File: src/rtl/ad_ip_jesd204_tpl_adc_rx_core.sv
// ad_ip_jesd204_tpl_adc_rx_core
//
// Receive-side JESD204 transport layer. It deframes lane octets into
// per-converter samples and applies optional data-format conversion. The
// result goes to the DMA side. A per-channel ramp monitor is provided for
// link bring-up.
//
// Ports
//   link_clk          core clock
//   reset             synchronous, active-high
//   link_valid        qualifies link_data
//   link_ready        1 whenever not in reset (registered)
//   link_data         lane l at [l*8*OPB +: 8*OPB], octet 0 (LSB) earliest
//   enable            per-channel enable
//   adc_valid         per-channel sample qualifier
//   adc_data          channel c at [c*DPW*16 +: DPW*16], sample 0 (LSB) earliest
//   adc_dfmt_enable   apply format conversion
//   adc_dfmt_type     input is offset binary (invert bit N-1)
//   adc_dfmt_se       sign-extend bit N-1 (else zero-fill)
//   adc_pn_oos        ramp monitor out of sync
//   adc_pn_err        one-cycle pulse per bad beat while locked
module ad_ip_jesd204_tpl_adc_rx_core #(
  parameter int NUM_LANES            = 4,
  parameter int NUM_CHANNELS         = 2,
  parameter int OCTETS_PER_BEAT      = 4,
  parameter int BITS_PER_SAMPLE      = 16,
  parameter int CONVERTER_RESOLUTION = 16,
  parameter int PN_LOCK_COUNT        = 4
) (
  input  logic                                   link_clk,
  input  logic                                   reset,
  input  logic                                   link_valid,
  output logic                                   link_ready,
  input  logic [NUM_LANES*8*OCTETS_PER_BEAT-1:0] link_data,
  input  logic [NUM_CHANNELS-1:0]                enable,
  output logic [NUM_CHANNELS-1:0]                adc_valid,
  output logic [NUM_LANES*8*OCTETS_PER_BEAT-1:0] adc_data,
  input  logic                                   adc_dfmt_enable,
  input  logic                                   adc_dfmt_type,
  input  logic                                   adc_dfmt_se,
  output logic [NUM_CHANNELS-1:0]                adc_pn_oos,
  output logic [NUM_CHANNELS-1:0]                adc_pn_err
);

  localparam int LANE_BITS        = 8 * OCTETS_PER_BEAT;
  localparam int DATA_BITS        = NUM_LANES * LANE_BITS;
  localparam int DATA_PATH_WIDTH  = DATA_BITS / NUM_CHANNELS / BITS_PER_SAMPLE;
  localparam int OCTETS_PER_FRAME = 2 * NUM_CHANNELS / NUM_LANES;
  localparam int RES              = CONVERTER_RESOLUTION;
  localparam int CNT_W            = $clog2(PN_LOCK_COUNT + 1);

  localparam logic [15:0]      MSB_MASK  = 16'h0001 << (RES - 1);
  localparam logic [15:0]      HIGH_MASK = 16'hFFFF << RES;   // bits 15..N
  localparam logic [RES-1:0]   RES_ONE   = RES'(1);
  localparam logic [CNT_W-1:0] CNT_ONE   = CNT_W'(1);
  localparam logic [CNT_W-1:0] CNT_LAST  = CNT_W'(PN_LOCK_COUNT - 1);

  // ---------------- S1: input register ----------------
  logic                 link_valid_reg;
  logic [DATA_BITS-1:0] link_data_reg;

  always_ff @(posedge link_clk) begin
    if (reset) begin
      link_valid_reg <= 1'b0;
      link_data_reg  <= '0;
      link_ready     <= 1'b0;
    end else begin
      link_valid_reg <= link_valid;
      link_data_reg  <= link_data;
      link_ready     <= 1'b1;
    end
  end

  // ---------------- unpack + format (combinational into S2) ----------------
  logic                 invert;
  logic                 fill;
  logic [DATA_BITS-1:0] adc_data_next;

  assign invert = adc_dfmt_enable & adc_dfmt_type;
  assign fill   = adc_dfmt_enable & adc_dfmt_se;

  for (genvar gc = 0; gc < NUM_CHANNELS; gc++) begin : g_chan
    for (genvar gk = 0; gk < DATA_PATH_WIDTH; gk++) begin : g_samp
      // Serialised frame octet j lives in lane j/F at in-lane octet k*F + j%F.
      localparam int J_MSB   = 2 * gc;
      localparam int J_LSB   = 2 * gc + 1;
      localparam int POS_MSB = (J_MSB / OCTETS_PER_FRAME) * LANE_BITS
                             + (gk * OCTETS_PER_FRAME + J_MSB % OCTETS_PER_FRAME) * 8;
      localparam int POS_LSB = (J_LSB / OCTETS_PER_FRAME) * LANE_BITS
                             + (gk * OCTETS_PER_FRAME + J_LSB % OCTETS_PER_FRAME) * 8;

      logic [15:0] raw;
      logic [15:0] flipped;
      logic [15:0] ext;

      assign raw     = {link_data_reg[POS_MSB +: 8], link_data_reg[POS_LSB +: 8]};
      assign flipped = raw ^ (MSB_MASK & {16{invert}});
      assign ext     = {16{flipped[RES-1] & fill}};
      // HIGH_MASK is empty at N = 16, leaving only the inversion.
      assign adc_data_next[(gc*DATA_PATH_WIDTH + gk)*16 +: 16] =
        adc_dfmt_enable ? ((flipped & ~HIGH_MASK) | (ext & HIGH_MASK)) : raw;
    end
  end

  // ---------------- S2: output register ----------------
  always_ff @(posedge link_clk) begin
    if (reset) begin
      adc_valid <= '0;
      adc_data  <= '0;
    end else begin
      adc_valid <= {NUM_CHANNELS{link_valid_reg}} & enable;
      if (link_valid_reg)
        adc_data <= adc_data_next;
    end
  end

  // ---------------- ramp monitor, registered alongside S2 ----------------
  for (genvar gc = 0; gc < NUM_CHANNELS; gc++) begin : g_mon
    localparam int BASE = gc * DATA_PATH_WIDTH * 16;

    logic             consistent;
    logic [RES-1:0]   first;
    logic [RES-1:0]   last;
    logic             oos_reg;
    logic             err_reg;
    logic [CNT_W-1:0] cnt_reg;
    logic [RES-1:0]   expected_reg;

    assign first = adc_data_next[BASE +: RES];
    assign last  = adc_data_next[BASE + (DATA_PATH_WIDTH-1)*16 +: RES];

    // Compare is N bits wide so the increment wraps at 2^N.
    always_comb begin
      consistent = 1'b1;
      for (int k = 0; k < DATA_PATH_WIDTH - 1; k++) begin
        if (adc_data_next[BASE + (k+1)*16 +: RES] != adc_data_next[BASE + k*16 +: RES] + RES_ONE)
          consistent = 1'b0;
      end
    end

    always_ff @(posedge link_clk) begin
      if (reset) begin
        oos_reg      <= 1'b1;
        err_reg      <= 1'b0;
        cnt_reg      <= '0;
        expected_reg <= '0;
      end else begin
        err_reg <= 1'b0;
        if (link_valid_reg)
          expected_reg <= last + RES_ONE;
        if (!enable[gc]) begin
          oos_reg <= 1'b1;
          cnt_reg <= '0;
        end else if (link_valid_reg) begin
          if (oos_reg) begin
            // Searching: only in-beat consistency counts towards lock.
            if (!consistent) begin
              cnt_reg <= '0;
            end else if (cnt_reg == CNT_LAST) begin
              oos_reg <= 1'b0;
              cnt_reg <= '0;
            end else begin
              cnt_reg <= cnt_reg + CNT_ONE;
            end
          end else begin
            if (consistent && first == expected_reg) begin
              cnt_reg <= '0;
            end else begin
              err_reg <= 1'b1;
              if (cnt_reg == CNT_LAST) begin
                oos_reg <= 1'b1;
                cnt_reg <= '0;
              end else begin
                cnt_reg <= cnt_reg + CNT_ONE;
              end
            end
          end
        end
      end
    end

    assign adc_pn_oos[gc] = oos_reg;
    assign adc_pn_err[gc] = err_reg;
  end

endmodule

File: config.mk
export PLATFORM = sky130hd
export DESIGN_NAME = ad_ip_jesd204_tpl_adc_rx_core
export DESIGN_NICKNAME = d
export VERILOG_FILES = /design/src/rtl/ad_ip_jesd204_tpl_adc_rx_core.sv
export SDC_FILE = /design/constraint.sdc
export NUM_CORES = 1
export LEC_CHECK = 0
export BUFFER_PORTS_ARGS = -buffer_cell sky130_fd_sc_hd__buf_4
export CAP_MARGIN = 20
export CORE_MARGIN = 2
export CORE_UTILIZATION = 50
export DETAILED_ROUTE_END_ITERATION = 7
export GPL_ROUTABILITY_DRIVEN = 0
export PLACE_DENSITY = 0.85
export REMOVE_ABC_BUFFERS = 1
export SLEW_MARGIN = 40
export SYNTH_ARGS = -nofsm -noshare
export SYNTH_HDL_FRONTEND = slang
export SYNTH_SLANG_ARGS = --single-unit
File: constraint.sdc
create_clock -name link_clk -period 2.8 [get_ports link_clk]
set_input_delay 0.14 -clock link_clk [delete_from_list [all_inputs] [get_ports link_clk]]
set_output_delay 0.14 -clock link_clk [all_outputs]
set_load 0.02 [all_outputs]
==> results by group, run 1 <==
Power
  • Pwr dens: 535 mW/mm^2
  • VDD IR max: 0.000403 V
  • Static leakage: 8.47 nW

Global route
  • Initial antenna violation count: 4
  • First-pass GRT wire length: 72,400 um
  • GRT Residual Overflow: 0
  • Tot GR Track Use: 31.6%
  • Largest net degree at the start of global routing: 99
  • Vias in the first global route: 13,500

Outcome
  • Failing checks: DRC, setup timing
  • Outcome: finished, violations left

Synth
  • Most frequent cell after synthesis: dfxtp_1
  • Mean Syn Cell Area: 9.31 sq um
  • Area leader, netlist: dfxtp_1
  • Post-synth top cells: dfxtp_1 (302), nor2_1 (197), nor2b_1 (133), mux2i_1 (130), xnor2_1 (107)
  • Share of flip-flops with an asynchronous set or reset: 0%
  • Distinct cells, synth: 76
  • Register area share after synthesis: 43.9%
  • Post-synth top area share: 43.9%
  • Post-synth EDFFs: 0
  • Largest cells by area after synthesis: dfxtp_1 (44%), mux2i_1 (9.4%), xnor2_1 (6.8%), nor2b_1 (6.0%), nor2_1 (5.4%)
  • Post-Syn Instances: 1,481
  • Synth Flop Type: dfxtp_1
  • Cell Area, Synth: 0.0138 sq mm
  • Synthesized flop and latch total: 302
  • Total number of yosys warnings: 0

Placed design
  • Dpl cell area: 0.0171 sq mm
  • Port bufs: 269
  • HPWL after DPL: 30,000 um
  • Dpl cells: 2,156

Floorplanning
  • Starting Density: 51.0%
  • Die width: 170 um
  • Die height: 170 um
  • Total Die Area: 0.0289 sq mm
  • Rows: 60
  • Core area: 0.0270 sq mm
  • I/O pin total: 271

Worst setup path
  • Setup slack, reg-to-reg: -0.21 ns
  • Reg2reg path depth: 9
  • Crit path max fanout: 4
  • Worst Path Arrival: 3.48 ns
  • Reg2reg start: link_data_reg[64]
  • Critical Path Start Type: flip-flop
  • CP Capture Type: flip-flop
  • Worst Setup Path Type: reg -> reg
  • RR Endpoint: g_mon[1].cnt_reg[1]
  • Required time of the critical path: 3.26 ns

Clock network
  • CTS clock-pin slew for the worst setup and hold paths: 0.06 ns
  • Root buf cell: clkbuf_16
  • H-Tree Level Count: 1
  • CTS buffer count: 31
  • CTS tree: yes
  • Sink Count: 302
  • Clock latency on the worst-skew pair: 0.57 ns
  • CTS Buffer Depth: 3

Drt
  • Initial DRC count: 1,756
  • Via Count: 13,800
  • Via/cell ratio: 5.84
  • Avg WL per Cell: 21.1 um
  • Antenna Nets Post-Route: 0
  • Drt total wl: 50,100 um
  • First drt pass iteration count: 8
  • DRC: 3

Timing
  • Max Slew Vio Count: 0
  • Tcrit/Tclk final: 108%
  • Worst slew margin: 59.1%
  • Worst Tran Pin Value: 0.606 ns
  • RSZ-0062 raised after global routing: yes
  • Setup tns final: -0.831 ns
  • Setup violation total in the final timing report: 7
  • Final worst slack: -0.215 ns
  • Setup Skew: 0.0181 ns
  • Fmax: 0.332 GHz
  • Final Hold Vio Count: 0
  • Min cycle time layout: 3.01 ns

Hold path
  • Hold Path Sink: adc_data[15]
  • WHS Path Cells: 4
  • Hold wc startpoint: adc_dfmt_type
  • Hold WC Path Type: in -> reg

Cells and area
  • Layout area overhead: 47.1%
  • Final instance area: 0.0203 sq mm
  • Layout cells sized above 1: 31.1%
  • # nets final: 2,146
  • Non-filler instance count after layout: 2,368

Flow run
  • Max-Cap Viols: 0
## per-stage QoR
stage	worst slack, ns	total power (W)	utilization, %	hold WS, ns
5_1_grt	-0.271	0.0111	75.0	0.259
6_report	-0.215	0.0108	75.0	0.267
2_1_floorplan	-4.04	0.00549	-	0.212
4_1_cts	-0.0623	0.0106	73.5	0.229
3_3_place_gp	-0.133	0.00609	63.4	0.351
3_5_place_dp	-0.317	0.00613	63.4	0.355
## placed cells by master, fill, tap and decap left out, drive strengths merged, types with 5 or more instances in the layout
master,n
buf,457
dfxtp,302
nor2,197
dlygate4sd3,140
nor2b,133
mux2i,130
xnor2,107
xor2,73
nand3,54
nand2,52
clkbuf,44
a211oi,39
nand4,29
and3,26
nor3,26
o21ai,21
nor4,19
inv,18
a21oi,12
or3,11
and4,10
ha,10
a2111oi,8
nand2b,7
nor3b,6
nor4bb,6
and2,5
o211ai,5
clkinv,5
## report_power, final
group | internal, W | total [W] | switching [W]
logic | 0.000855 | 0.00170 | 0.000844
registers | 0.00449 | 0.00470 | 0.000201
clock network | 0.00261 | 0.00444 | 0.00183
total | 0.00796 | 0.0108 | 0.00287
## timing repair
item	4_1_cts	5_1_grt
gates resized for setup	56	84
hold buffers	140	0
cloned	0	1
endpoints found under the hold margin	157	0
setup endpoints to repair	9	9
buffers inserted	7	4
pin swaps	18	21
## routing by layer
| metal | routed length [um] | GRT usage (%) | vias to the layer above |
|---|---|---|---|
| li1 | - | - | 6114 |
| met1 | 19200 | 39.8 | 6441 |
| met2 | 23000 | 52.0 | 980 |
| met3 | 4880 | 6.60 | 285 |
| met4 | 2990 | 14.9 | 2 |
| met5 | 17 | 0 | - |
## how the worst max path moves through the flow
stage,start,slack [ns],cells past startpoint,endpoint
after floorplan,link_valid_reg,-4.04,3,g_mon[0].err_reg
after global placement,link_data_reg[112],-0.13,12,g_mon[1].cnt_reg[1]
after detailed placement,link_data_reg[113],-0.32,12,g_mon[1].cnt_reg[1]
after CTS,link_data_reg[104],-0.06,11,g_mon[1].cnt_reg[1]
after global routing,link_data_reg[64],-0.27,9,g_mon[1].cnt_reg[1]
final,link_data_reg[64],-0.21,9,g_mon[1].cnt_reg[1]
## worst max-delay path, stage by stage, from the launching register on
cell and delay, ns:
dfxtp_2 0.35, and4_4 0.22, nand4_1 0.23, o21ai_2 0.30
o311ai_2 0.14, or4b_4 0.56, a2111oi_4 0.30, nand4_1 0.25
mux2i_2 0.25, o41ai_2 0.32
## kinds of logic after synthesis
kind of cell / synth area share (%)
mux: 9.61
fa+ha+maj: 0.908
flops: 43.9
xor+xnor: 11.4
buf+inv: 4.38
compound gates: 6.95
simple gates: 22.9
## area by class of cell
class	count	area, sq um
sequential	302	6100
inverter	17	63.8
clock inverter	13	179
tap	341	427
clock buffer	44	905
fill	1594	6760
timing repair buffer	597	4960
antenna	3	7.51
multi-input combinational	1051	7630
Note: power is estimated with default switching activity, not from simulation.
==> run 2: changes to the inputs <==
CORE_UTILIZATION = 40   (was 50)
PLACE_DENSITY = 0.72   (was 0.85)
==> run 2 against run 1 <==
- the flow finishes with violations (setup timing)
- first-iteration DRC count decreased by 50%
- die area increased by 24%
- sequential share of layout area decreased by 0.30 points
- via count decreased by 7.8%
- clock-buffer cell count increased by 4
- non-clock buffer count decreased by 5
- clock skew increased by 0.0045 ns
- power increased by 3.8%
- highest routed layer is now met4
==> results by group, run 2 (synthesis results as in run 1) <==
Outcome
  • Outcome: finished, violations left
  • Failing checks: setup timing

Global route
  • Vias in the first global route: 12,700 (-6.3%)
  • Tot GR Track Use: 23.7% (-7.9 points)
  • GRT Residual Overflow: 0 (unchanged)
  • Largest net degree at the start of global routing: 104 (+5.1%)
  • Initial antenna violation count: 0 (-4)
  • First-pass GRT wire length: 68,000 um (-6.2%)

Placed design
  • Port bufs: 269 (unchanged)
  • Dpl cells: 2,268 (+5.2%)
  • HPWL after DPL: 31,500 um (+4.9%)

Worst setup path
  • CP bufs+invs: 1 (+1)
  • Critical-path top delay cell: or4b_4
  • CP Capture Type: flip-flop
  • Setup slack, reg-to-reg: -0.16 ns (+0.06 ns)
  • CP max stage delay: 0.55 ns (about the same)
  • Required time of the critical path: 3.21 ns (-0.05 ns)
  • Crit path max fanout: 4 (unchanged)
  • CP Launch Point: link_data_reg[80]
  • Crit path max-delay family: compound AO/OA/AOI/OAI gates
  • Critical Path End: g_mon[1].cnt_reg[1]
  • Critical Path Start Type: flip-flop
  • Reg2reg start: link_data_reg[80]
  • Stages on worst setup path: 10 (+1)
  • Worst Setup Path Type: reg -> reg
  • Worst path cell trace: buf_6 -> xnor2_4 -> xnor2_2 -> o32ai_2 -> a211oi_2 -> or4b_4 -> a2111oi_4 -> nand4_1 -> mux2i_2 -> o41ai_1
  • Reg2reg path depth: 10 (+1)
  • Worst Path Arrival: 3.36 ns (-0.12 ns)
  • RR Endpoint: g_mon[1].cnt_reg[1]

Clock network
  • CTS buffer count: 35 (+13%)
  • CTS Buffer Depth: 3 (unchanged)
  • Root buf cell: clkbuf_16
  • CTS clock-pin slew for the worst setup and hold paths: 0.06 ns (about the same)
  • CTS tree: yes
  • Clock latency on the worst-skew pair: 0.52 ns (-0.05 ns)
  • Sink Count: 302 (unchanged)
  • H-Tree Level Count: 2 (+1)

Timing
  • Fmax: 0.338 GHz (+2.0%)
  • Final Hold Vio Count: 0 (unchanged)
  • Max Slew Vio Count: 0 (unchanged)
  • Min cycle time layout: 2.96 ns (-0.0594 ns)
  • Setup Skew: 0.0227 ns (+0.00451 ns)
  • Setup violation total in the final timing report: 7 (unchanged)
  • Final worst slack: -0.155 ns (+0.0594 ns)
  • Tcrit/Tclk final: 106% (-2.1 points)
  • Hold_ws: 0.0497 ns (-0.217 ns)
  • RSZ-0062 raised after global routing: yes
  • Worst Tran Pin Value: 0.617 ns (+0.0102 ns)
  • Worst slew margin: 58.9% (-0.16 points)

Floorplanning
  • Die height: 190 um (+12%)
  • Rows: 67 (+12%)
  • Total Die Area: 0.0360 sq mm (+24%)
  • I/O pin total: 271 (unchanged)
  • Starting Density: 40.9% (-10 points)
  • Core area: 0.0337 sq mm (+25%)
  • Die width: 190 um (+12%)

Drt
  • Drt total wl: 44,300 um (-12%)
  • Via/cell ratio: 5.16 (-12%)
  • Top Layer Used: met4
  • Wire length on met3: 3310 um (-32%)
  • Met2 wire length: 19,900 um (-14%)
  • DRC: 0 (-3)
  • Initial DRC count: 872 (-50%)
  • Via Count: 12,700 (-7.8%)
  • Wire length on met1: 19,800 um (+3.1%)
  • Avg WL per Cell: 17.9 um (-15%)
  • First drt pass iteration count: 5 (-3)
  • Antenna Nets Post-Route: 0 (unchanged)

Cells and area
  • Filler cell count: 2,755 (+73%)
  • Layout area overhead: 48.2%
  • ANT cells: 0 (-3)
  • Most frequent cells in the layout: buf_4 (448), dfxtp_1 (277), nor2_1 (194)
  • Final core utilization: 60.6% (-14 points)
  • # nets final: 2,145 (-0.047%)
  • Area of the multi-input gates: 0.00761 sq mm (-0.20%)
  • Non-filler instance count after layout: 2,472 (+4.4%)
  • Commonest non-fill, non-tap cell in the layout: buf_4
  • Layout cells sized above 1: 30.6% (-0.49 points)
  • Reg area: 0.00609 sq mm (-0.21%)

Power
  • Pwr dens: 551 mW/mm^2 (+3.0%)
  • Static leakage: 8.54 nW (+0.83%)
  • VDD IR max: 0.000359 V (-11%)

Flow run
  • Max-Cap Viols: 0 (unchanged)

Hold path
  • Hold WC Path Type: in -> reg
==> run 2: cell count changes in the layout (fill, tap and decap cells not counted), moves of 5 or more <==
cell	before	now
dfxtp_1	267	277
dfxtp_2	31	21
dlygate4sd3_1	140	131
buf_4	442	448
clkbuf_16	31	37
buf_12	8	3
xnor2_1	106	101
==> run 2: worst min-delay path by stage <==
stage | start | cells after the start | endpoint | slack, ns
floorplan | reset | 1 | link_data_reg[0] | 0.21
global placement | link_data[59] | 2 | link_data_reg[59] | 0.35
detailed placement | link_data[28] | 2 | link_data_reg[28] | 0.36
CTS | reset | 2 | link_ready | 0.04
global route | reset | 2 | adc_data[38] | 0.06
finish | reset | 2 | adc_data[18] | 0.05
==> run 2: report_power, final <==
part,leakage (nW),switching (W),internal [W]
clock,0.615,0.00184,0.00310
sequential,2.49,0.000188,0.00449
combinational,5.43,0.000777,0.000846
total,8.54,0.00280,0.00845
==> run 2: metal layers <==
metal,track usage (%),up-vias
li1,-,6103
met1,32.6,6055
met2,37.3,501
met3,4.43,90
met4,8.35,0
met5,0,-
==> run 2: timing repair <==
action,CTS,global route
resized for setup,69,55
hold endpoints to repair,132,0
hold buffers,131,0
gates cloned,0,0
pin swaps,21,28
setup buffers,8,4
setup endpoints to repair,8,9
==> run 2: layout make-up <==
class,count,area share (%)
Sequential cell,302,29.8
Multi-Input combinational cell,1051,37.3
Timing Repair Buffer,592,23.7
Clock inverter,14,1.16
Inverter,17,0.312
Clock buffer,48,4.98
Tap cell,448,2.74
==> run 2: through the flow <==
step / worst slack, ns / power (W) / instance area [sq um] / TNS [ns]
floorplan: -4.04 / 0.00549 / 13200 / -564.55
global placement: -0.214 / 0.00612 / 17200 / -0.954
detailed placement: -0.323 / 0.00614 / 17200 / -1.66
CTS: -0.0587 / 0.0113 / 20200 / -0.0860
global route: -0.207 / 0.0117 / 20400 / -1.07
finish: -0.155 / 0.0112 / 20400 / -0.426
==> run 2: worst reg2reg max path, cell delays in order (launching register included) <==
cell       delay [ns]
dfxtp_2          0.33
buf_6            0.12
xnor2_4          0.14
xnor2_2          0.15
o32ai_2          0.23
a211oi_2         0.14
or4b_4           0.56
a2111oi_4        0.33
nand4_1          0.26
mux2i_2          0.26
o41ai_1          0.34
